===== src/rtl/player_motion_ctrl.sv =====
// Grid-movement controller for the player sprite: tile-paced stepping with a buffered
// turn request, mid-tile reversal, freeze, and wrap-around tunnels at the screen edges.
module player_motion_ctrl #(
    parameter int          TILE_LOG2 = 5,
    parameter int          STEP      = 1,
    parameter int          X_ORIGIN  = 320,
    parameter int          Y_ORIGIN  = 320,
    parameter int          X_MAX     = 639,
    parameter int          Y_MAX     = 479,
    parameter logic [15:0] KEY_LEFT  = 16'h0004,
    parameter logic [15:0] KEY_RIGHT = 16'h0007,
    parameter logic [15:0] KEY_UP    = 16'h001a,
    parameter logic [15:0] KEY_DOWN  = 16'h0016
) (
    input  logic                 Clk,
    input  logic                 Reset,
    input  logic                 frameTick,
    input  logic                 freeze,
    input  logic [15:0]          keycode,
    input  logic                 openLeft,
    input  logic                 openRight,
    input  logic                 openUp,
    input  logic                 openDown,
    output logic [9-TILE_LOG2:0] tileX,
    output logic [9-TILE_LOG2:0] tileY,
    output logic [9:0]           playerX,
    output logic [9:0]           playerY,
    output logic [1:0]           playerDir,
    output logic                 moving,
    output logic                 reqValid,
    output logic [1:0]           reqDir
);

    typedef enum logic {STOPPED = 1'b0, MOVING = 1'b1} state_t;

    localparam logic [1:0]  DIR_RIGHT  = 2'b00;
    localparam logic [1:0]  DIR_LEFT   = 2'b01;
    localparam logic [1:0]  DIR_UP     = 2'b10;
    localparam logic [1:0]  DIR_DOWN   = 2'b11;
    localparam logic [9:0]  STEP_V     = 10'(STEP);
    localparam logic [10:0] X_LIMIT    = 11'(X_MAX);
    localparam logic [10:0] Y_LIMIT    = 11'(Y_MAX);
    localparam logic [9:0]  X_WRAP     = 10'(X_MAX + 1 - STEP);
    localparam logic [9:0]  Y_WRAP     = 10'(Y_MAX + 1 - STEP);
    localparam logic [9:0]  ALIGN_MASK = 10'((1 << TILE_LOG2) - 1);

    state_t     state_r, nextState_s;
    logic [9:0] posX_r, posY_r, nextX_s, nextY_s;
    logic [1:0] dir_r, nextDir_s, moveDir_s;
    logic [1:0] reqDir_r, nextReqDir_s, keyDir_s;
    logic       reqValid_r, nextReqValid_s;
    logic       keyHit_s, consume_s, step_s, aligned_s, tickEn_s;
    logic [3:0] openVec_s;

    // Right/left and up/down differ only in the low direction bit.
    function automatic logic isOpposite(input logic [1:0] a, input logic [1:0] b);
        return (a[1] == b[1]) && (a[0] != b[0]);
    endfunction

    function automatic logic [9:0] stepAxis(input logic [9:0] pos, input logic fwd,
                                            input logic [10:0] limit, input logic [9:0] wrapTo);
        logic [10:0] sum;
        sum = {1'b0, pos} + {1'b0, STEP_V};
        if (fwd) begin
            if (sum > limit) return 10'd0;
            else             return sum[9:0];
        end else begin
            if (pos < STEP_V) return wrapTo;
            else              return pos - STEP_V;
        end
    endfunction

    assign openVec_s = {openDown, openUp, openLeft, openRight};
    assign aligned_s = ((posX_r & ALIGN_MASK) == 10'd0) && ((posY_r & ALIGN_MASK) == 10'd0);
    assign tickEn_s  = frameTick & ~freeze;

    // Keycode decode into a direction request.
    always_comb begin
        keyHit_s = 1'b1;
        keyDir_s = DIR_RIGHT;
        if (keycode == KEY_RIGHT)     keyDir_s = DIR_RIGHT;
        else if (keycode == KEY_LEFT) keyDir_s = DIR_LEFT;
        else if (keycode == KEY_UP)   keyDir_s = DIR_UP;
        else if (keycode == KEY_DOWN) keyDir_s = DIR_DOWN;
        else                          keyHit_s = 1'b0;
    end

    // Movement FSM: decides whether to step, in which direction, and whether the request is used.
    always_comb begin
        nextState_s = state_r;
        moveDir_s   = dir_r;
        consume_s   = 1'b0;
        step_s      = 1'b0;
        if (tickEn_s) begin
            case (state_r)
                STOPPED: begin
                    if (reqValid_r && openVec_s[reqDir_r]) begin
                        nextState_s = MOVING;
                        moveDir_s   = reqDir_r;
                        consume_s   = 1'b1;
                        step_s      = 1'b1;
                    end else begin
                        nextState_s = STOPPED;
                    end
                end
                MOVING: begin
                    if (reqValid_r && isOpposite(reqDir_r, dir_r)) begin
                        moveDir_s = reqDir_r;
                        consume_s = 1'b1;
                        step_s    = 1'b1;
                    end else if (aligned_s) begin
                        if (reqValid_r && openVec_s[reqDir_r]) begin
                            moveDir_s = reqDir_r;
                            consume_s = 1'b1;
                            step_s    = 1'b1;
                        end else if (openVec_s[dir_r]) begin
                            step_s = 1'b1;
                        end else begin
                            nextState_s = STOPPED;
                        end
                    end else begin
                        step_s = 1'b1;
                    end
                end
                default: nextState_s = STOPPED;
            endcase
        end else begin
            nextState_s = state_r;
        end
    end

    // Position, direction and request next-state.
    always_comb begin
        nextX_s   = posX_r;
        nextY_s   = posY_r;
        nextDir_s = dir_r;
        if (step_s) begin
            nextDir_s = moveDir_s;
            case (moveDir_s)
                DIR_RIGHT: nextX_s = stepAxis(posX_r, 1'b1, X_LIMIT, X_WRAP);
                DIR_LEFT:  nextX_s = stepAxis(posX_r, 1'b0, X_LIMIT, X_WRAP);
                DIR_UP:    nextY_s = stepAxis(posY_r, 1'b0, Y_LIMIT, Y_WRAP);
                DIR_DOWN:  nextY_s = stepAxis(posY_r, 1'b1, Y_LIMIT, Y_WRAP);
                default:   nextX_s = posX_r;
            endcase
        end else begin
            nextDir_s = dir_r;
        end
        // A key seen on the consuming edge replaces the consumed request.
        if (keyHit_s) begin
            nextReqValid_s = 1'b1;
            nextReqDir_s   = keyDir_s;
        end else if (consume_s) begin
            nextReqValid_s = 1'b0;
            nextReqDir_s   = reqDir_r;
        end else begin
            nextReqValid_s = reqValid_r;
            nextReqDir_s   = reqDir_r;
        end
    end

    // State and output registers.
    always_ff @(posedge Clk or posedge Reset) begin
        if (Reset) begin
            state_r    <= STOPPED;
            posX_r     <= 10'(X_ORIGIN);
            posY_r     <= 10'(Y_ORIGIN);
            dir_r      <= DIR_RIGHT;
            reqValid_r <= 1'b0;
            reqDir_r   <= DIR_RIGHT;
        end else begin
            state_r    <= nextState_s;
            posX_r     <= nextX_s;
            posY_r     <= nextY_s;
            dir_r      <= nextDir_s;
            reqValid_r <= nextReqValid_s;
            reqDir_r   <= nextReqDir_s;
        end
    end

    assign playerX   = posX_r;
    assign playerY   = posY_r;
    assign playerDir = dir_r;
    assign moving    = (state_r == MOVING);
    assign reqValid  = reqValid_r;
    assign reqDir    = reqDir_r;
    assign tileX     = posX_r[9:TILE_LOG2];
    assign tileY     = posY_r[9:TILE_LOG2];

endmodule


===== config.mk =====
export PLATFORM = sky130hd
export DESIGN_NAME = player_motion_ctrl
export DESIGN_NICKNAME = d
export VERILOG_FILES = /design/src/rtl/player_motion_ctrl.sv
export SDC_FILE = /design/constraint.sdc
export NUM_CORES = 1
export LEC_CHECK = 0
export CORE_ASPECT_RATIO = 0.7
export CORE_MARGIN = 1.5
export CORE_UTILIZATION = 55
export CTS_CLUSTER_DIAMETER = 80
export DETAILED_ROUTE_END_ITERATION = 10
export GPL_TIMING_DRIVEN = 0
export PLACE_DENSITY = 0.93
export REMOVE_ABC_BUFFERS = 1
export SYNTH_ARGS = -nofsm -noshare
export SYNTH_HDL_FRONTEND = slang
export SYNTH_SLANG_ARGS = --single-unit

===== constraint.sdc =====
create_clock -name Clk -period 8.5 [get_ports Clk]
set_input_delay 0.85 -clock Clk [delete_from_list [all_inputs] [get_ports Clk]]
set_output_delay 0.85 -clock Clk [all_outputs]
set_load 0.005 [all_outputs]

---- Yosys cells after proc, flatten, opt, wreduce, memory -nomap -nowiden ----
Cells that the tools add are included.
storage, ports and cells
  logic and storage cells ................. 76
  output and inout port bits .............. 36
  input bits .............................. 24
  register bits after elaboration ......... 26
operators by class
  mux-type cells .......................... 36
  equal/unequal tests ..................... 9
  $lt $le $gt $ge ......................... 6
  reduce and logical (&&, ||, !) cells .... 12
  bitwise gates (word level) .............. 3
  add/sub/neg operators ................... 4
operators with widths
  operator                 number
  $mux W10                 4
  $pmux W10 S2             2
  $eq A16 B3 Y1 const B    2
  $eq A16 B5 Y1 const B    2
  $add A10 B1 Y11 const B  2
  $logic_not A10 Y1        2
  $lt A10 B1 Y1 const B    2
  $sub A10 B1 Y10 const B  2
  $mux W1                  17
  $mux W2                  8
  $gt A11 B10 Y1 const B   1
  $gt A11 B9 Y1 const B    1
  $lt A2 B3 Y1 const B     2
  $reduce_bool A2 Y1       3
  $bmux W1 S2              2
  $eq A2 B2 Y1 const B     2
  $logic_and A1 B1 Y1      4
  $pmux W1 S2              2
  $pmux W2 S2              1
  $reduce_and A2 Y1        2
  $eq A2 B1 Y1 const B     1
  $logic_not A2 Y1         1
  $not A1 Y1               2
  $and A1 B1 Y1            1
  other kinds (2)          2

---- Longest topological paths before layout ----
  depth in word-level cells ............... 11
  gate-level depth with buffers ........... 12
  depth with buffers taken out ............ 9

---- Worst setup path before layout ----
OpenSTA, ideal clock, no wires.
  path kind ............................... flip-flop to flip-flop
  start ................................... register posX_r[0] (netlist: playerX[0])
  end ..................................... register posY_r[2] (netlist: playerY[2])
  path buffers ............................ 3
  path slack .............................. 5.736 ns
  setup time .............................. 0.135 ns
  data required time ...................... 8.365 ns
  clock period less this slack ............ 2.764 ns
  data arrival time ....................... 2.629 ns
  stages on the path, launching flop included .. 12
  cells stage by stage .................... dfrtp_1 -> clkbuf_1 -> inv_1 -> ha_1 -> or4bb_1 -> o21ai_4 -> nor3b_2 -> o2bb2ai_1 -> buf_2 -> buf_4 -> o31ai_1 -> o31ai_1
on the way
  cells in the longest elaborated chain, start to end .. 9
  elaborated cells between the ends (all ways) .. 15
  classes of those cells .................. eq/ne (2); mux (9); reduce/logical (4)
ends and longest elaborated chain
  element                       line  text
  start: declaration            48    logic [9:0] posX_r, posY_r, nextX_s, nextY_s;
  start signal: assignment      166   posX_r <= 10'(X_ORIGIN);
  start signal: assignment      173   posX_r <= nextX_s;
  $logic_not A10 Y1 *           74    assign aligned_s = ((posX_r & ALIGN_MASK) == 10'd0) && ((posY_r & ALIGN_MASK) == 10'd0);
  $logic_and A1 B1 Y1 *         74
  $mux W2                       111   end else if (aligned_s) begin
  $mux W2                       107   if (reqValid_r && isOpposite(reqDir_r, dir_r)) begin
  $pmux W2 S2                   95    case (state_r)
  $mux W2                       94    if (tickEn_s) begin
  $eq A2 B2 Y1                  139   case (moveDir_s)
  $reduce_bool A2 Y1 (no line)  n/a
  $reduce_and A2 Y1 (no line)   n/a
  end signal: assignment        167   posY_r <= 10'(Y_ORIGIN);
  end signal: assignment        174   posY_r <= nextY_s;
  end: declaration              48
Mark *: on every way between the ends. The rest lies on a longest branch, timed or not.
A chain may end at the register's enable or synchronous reset.

---- Final worst setup path ----
  start ................................... register posX_r[0] (netlist: playerX[0])
  end ..................................... register posY_r[4] (netlist: playerY[4])
The elaborated chain is that of the path after synthesis.

==> impl_metrics.py <==
metrics = {
    "layout": {
        "drive_gt1_share_pct": 8.42,
        "layout.cells.non_filler": 423,
        "nets": 401,
        "area_growth_pct": 20.9,
        "antenna_cells": 0,
    },
    "logic_synthesis": {
        "synth_ff_type": "dfrtp_1",
        "synth_edf_count": 0,
        "ys_ff_latch": 26,
        "syn_area_um2": 2650,
        "seq_area_frac_synth_pct": 24.7,
        "synth.distinct_cells": 74,
        "synthesis.instances": 338,
        "syn_area_per_cell_um2": 7.85,
        "ys_warn_count": 0,
        "async_flop_share_pct": 100,
    },
    "cts": {
        "clock_latency_ps": 280,
        "postCtsSetupRepairBufs": 0,
        "cts-root-buf": "clkbuf_8",
        "tritoncts": "built",
        "cts_sinks": 26,
        "post_cts_resized": 0,
        "clk_pin_slew_ps": 100,
        "htreeDepth": 1,
        "clk_path_buf_depth": 2,
        "hold_buffers": 0,
        "cts_inserted_buffers": 3,
    },
    "detailed_routing": {
        "vias": 2780,
        "dr.pass1.iters": 6,
        "routed_wl_mm": 7.15,
        "first_iter_violations": 297,
        "vias_per_cell": 6.57,
        "avgRoutedWirePerCell_um": 16.9,
        "post-route-drc-count": 0,
        "ant_nets": 0,
    },
    "sta": {
        "rsz0062_at_grt": "no",
        "fin_crit_ps": 3330,
        "fin_crit_sh_pct": 39.2,
        "setup_viol_count_final": 0,
        "final_hold_viol_count": 0,
        "fin_skew_ps": 13.2,
        "tightest_slew_ps": 1030,
        "setup_tns_ps": 0,
        "max_slew_margin_pct": 31.5,
        "clock.fmax_mhz": 300,
        "drv_slew": 0,
    },
    "placed_design": {
        "dpl.hpwl_mm": 5.18,
        "globalplace.congestion": 0.901,
        "placed_cells": 419,
        "portBuffers": 59,
    },
    "global_routing": {
        "antenna_found_initial": 0,
        "grt_pass1_vias": 2466,
        "grt_pass1_wl_mm": 11.8,
        "grt_overflow_total": 0,
        "grt_max_degree": 27,
        "grt_usage_pct": 28.0,
    },
    "critical_path": {
        "critPathCaptureType": "flip-flop",
        "worstSetupStartpointType": "flip-flop",
        "required_ps": 8680,
        "cp_max_fo": 13,
        "crit_type": "reg -> reg",
        "cp.arrival_ps": 3510,
    },
    "die": {
        "num_rows": 20,
        "start_util_pct": 59.2,
        "die_y_um": 61.1,
        "fp.dieW_um": 86.0,
        "die_area_um2": 5260,
        "io-pin-count": 60,
        "core_area_um2": 4480,
    },
    "job": {
        "cap_violations": 0,
    },
    "status": {
        "status": "complete, no violations",
    },
    "pwr": {
        "ir_drop_uv": 114,
        "powerDensity_nw_per_um2": 161,
        "p_leak_uw": 0.00123,
    },
    "min_path": {
        "min_path_type": "reg -> reg",
    },
}
==> synth_stat cells (5+ instances only) <==
master | n | share of area [%]
buf_4 | 11 | 3.1
a31oi_1 | 5 | 1.2
o22ai_1 | 5 | 1.2
inv_1 | 11 | 1.6
nor3_1 | 18 | 3.4
dfrtp_1 | 22 | 21
xor2_1 | 7 | 2.3
a21oi_1 | 18 | 3.4
buf_2 | 8 | 1.5
nor2_1 | 28 | 4.0
and3_1 | 6 | 1.4
or3_1 | 8 | 1.9
o21ai_0 | 15 | 2.8
nand3_1 | 21 | 4.0
clkbuf_1 | 13 | 1.8
nand4_1 | 7 | 1.7
nand2_1 | 26 | 3.7
ha_1 | 8 | 3.8
==> registers in the layout, summed over array words and instances (netlist names) <==
register,cells
moving,1
playerDir,2
playerX,10
playerY,10
reqDir,2
reqValid,1
==> cells in the final DEF (no fill, tap or decap), drive strengths merged, types with 3 or more instances in the layout <==
| master | count |
|---|---|
| a211o | 3 |
| a211oi | 3 |
| a21o | 3 |
| a21oi | 18 |
| a221o | 3 |
| a22o | 3 |
| a31oi | 5 |
| and3 | 6 |
| clkbuf | 3 |
| clkdlybuf4s50 | 59 |
| dfrtp | 22 |
| dfstp | 4 |
| ha | 8 |
| inv | 11 |
| mux2 | 3 |
| mux2i | 4 |
| nand2 | 26 |
| nand2b | 3 |
| nand3 | 21 |
| nand3b | 4 |
| nand4 | 7 |
| nand4b | 3 |
| nor2 | 29 |
| nor3 | 20 |
| nor4 | 5 |
| o211ai | 3 |
| o21ai | 17 |
| o22ai | 6 |
| o31ai | 4 |
| or3 | 8 |
| or3b | 3 |
| xnor2 | 3 |
| xor2 | 7 |
==> kinds of logic (layout without fill, tap and decap cells) <==
| group | after synthesis | in the layout | synth area share (%) |
|---|---|---|---|
| multiplexers | 8 | 8 | 3.63 |
| adder cells (fa/ha/maj) | 8 | 8 | 3.77 |
| buffers and inverters | 44 | 74 | 8.44 |
| XOR/XNOR | 10 | 10 | 3.30 |
| AND/OR/NAND/NOR | 149 | 149 | 30.6 |
| AO/OA/AOI/OAI | 93 | 93 | 25.6 |
| flip-flops | 26 | 26 | 24.7 |
==> per-stage QoR <==
step	area [um^2]	utilization (%)	worst slack [ps]	power (uW)	hold WS (ps)
floorplan	2470	-	5680	310	555
global placement	3130	69.9	5010	399	570
detailed placement	3130	69.9	4870	406	612
CTS	3200	71.5	5000	512	625
global route	3210	71.6	5060	548	663
finish	3210	71.6	5170	517	640
==> path summary, 6_finish.rpt <==
kind / endpoint / from / slack [ps] / cells after the start
max: playerY[4]$_DFFE_PP0P_ / playerX[0]$_DFFE_PP0P_ / 5170 / 9
min: playerY[8]$_DFFE_PP1P_ / playerY[8]$_DFFE_PP1P_ / 640 / 1
max reg2reg: playerY[4]$_DFFE_PP0P_ / playerX[0]$_DFFE_PP0P_ / 5170 / 9
min reg2reg: playerY[8]$_DFFE_PP1P_ / playerY[8]$_DFFE_PP1P_ / 640 / 1
max in group asynchronous: playerY[7]$_DFFE_PP0P_ / Reset / 6760 / 2
min in group asynchronous: playerY[2]$_DFFE_PP0P_ / Reset / 1110 / 2
==> metal layers <==
metal / wire (um) / GRT usage [%]
met4: 74 / 5.76
met5: 0 / 0
met3: 671 / 5.23
met2: 3170 / 44.0
met1: 3230 / 40.8
==> worst max-delay path: stages, from the launching register on <==
cell and delay (ps):
dfrtp_1 500, inv_1 240, ha_1 190, or4bb_1 560, o21ai_4 250, a211o_1 170, and3_1 490, nor2_1 260
a221o_1 350, a22o_1 230
==> layout make-up <==
type	count	area, um^2
clock inverters	1	30.0
repair buffers	59	591
well taps	55	68.8
inverters	11	41.3
multi-input cells	268	1780
flip-flops and latches	26	656
fillers	360	1270
clock buffers	3	41.3
==> power by group <==
part	internal [uW]	switching (uW)
logic	115	115
clock network	63.1	42.5
registers	139	42.0
(Power assumes the default switching activity.)
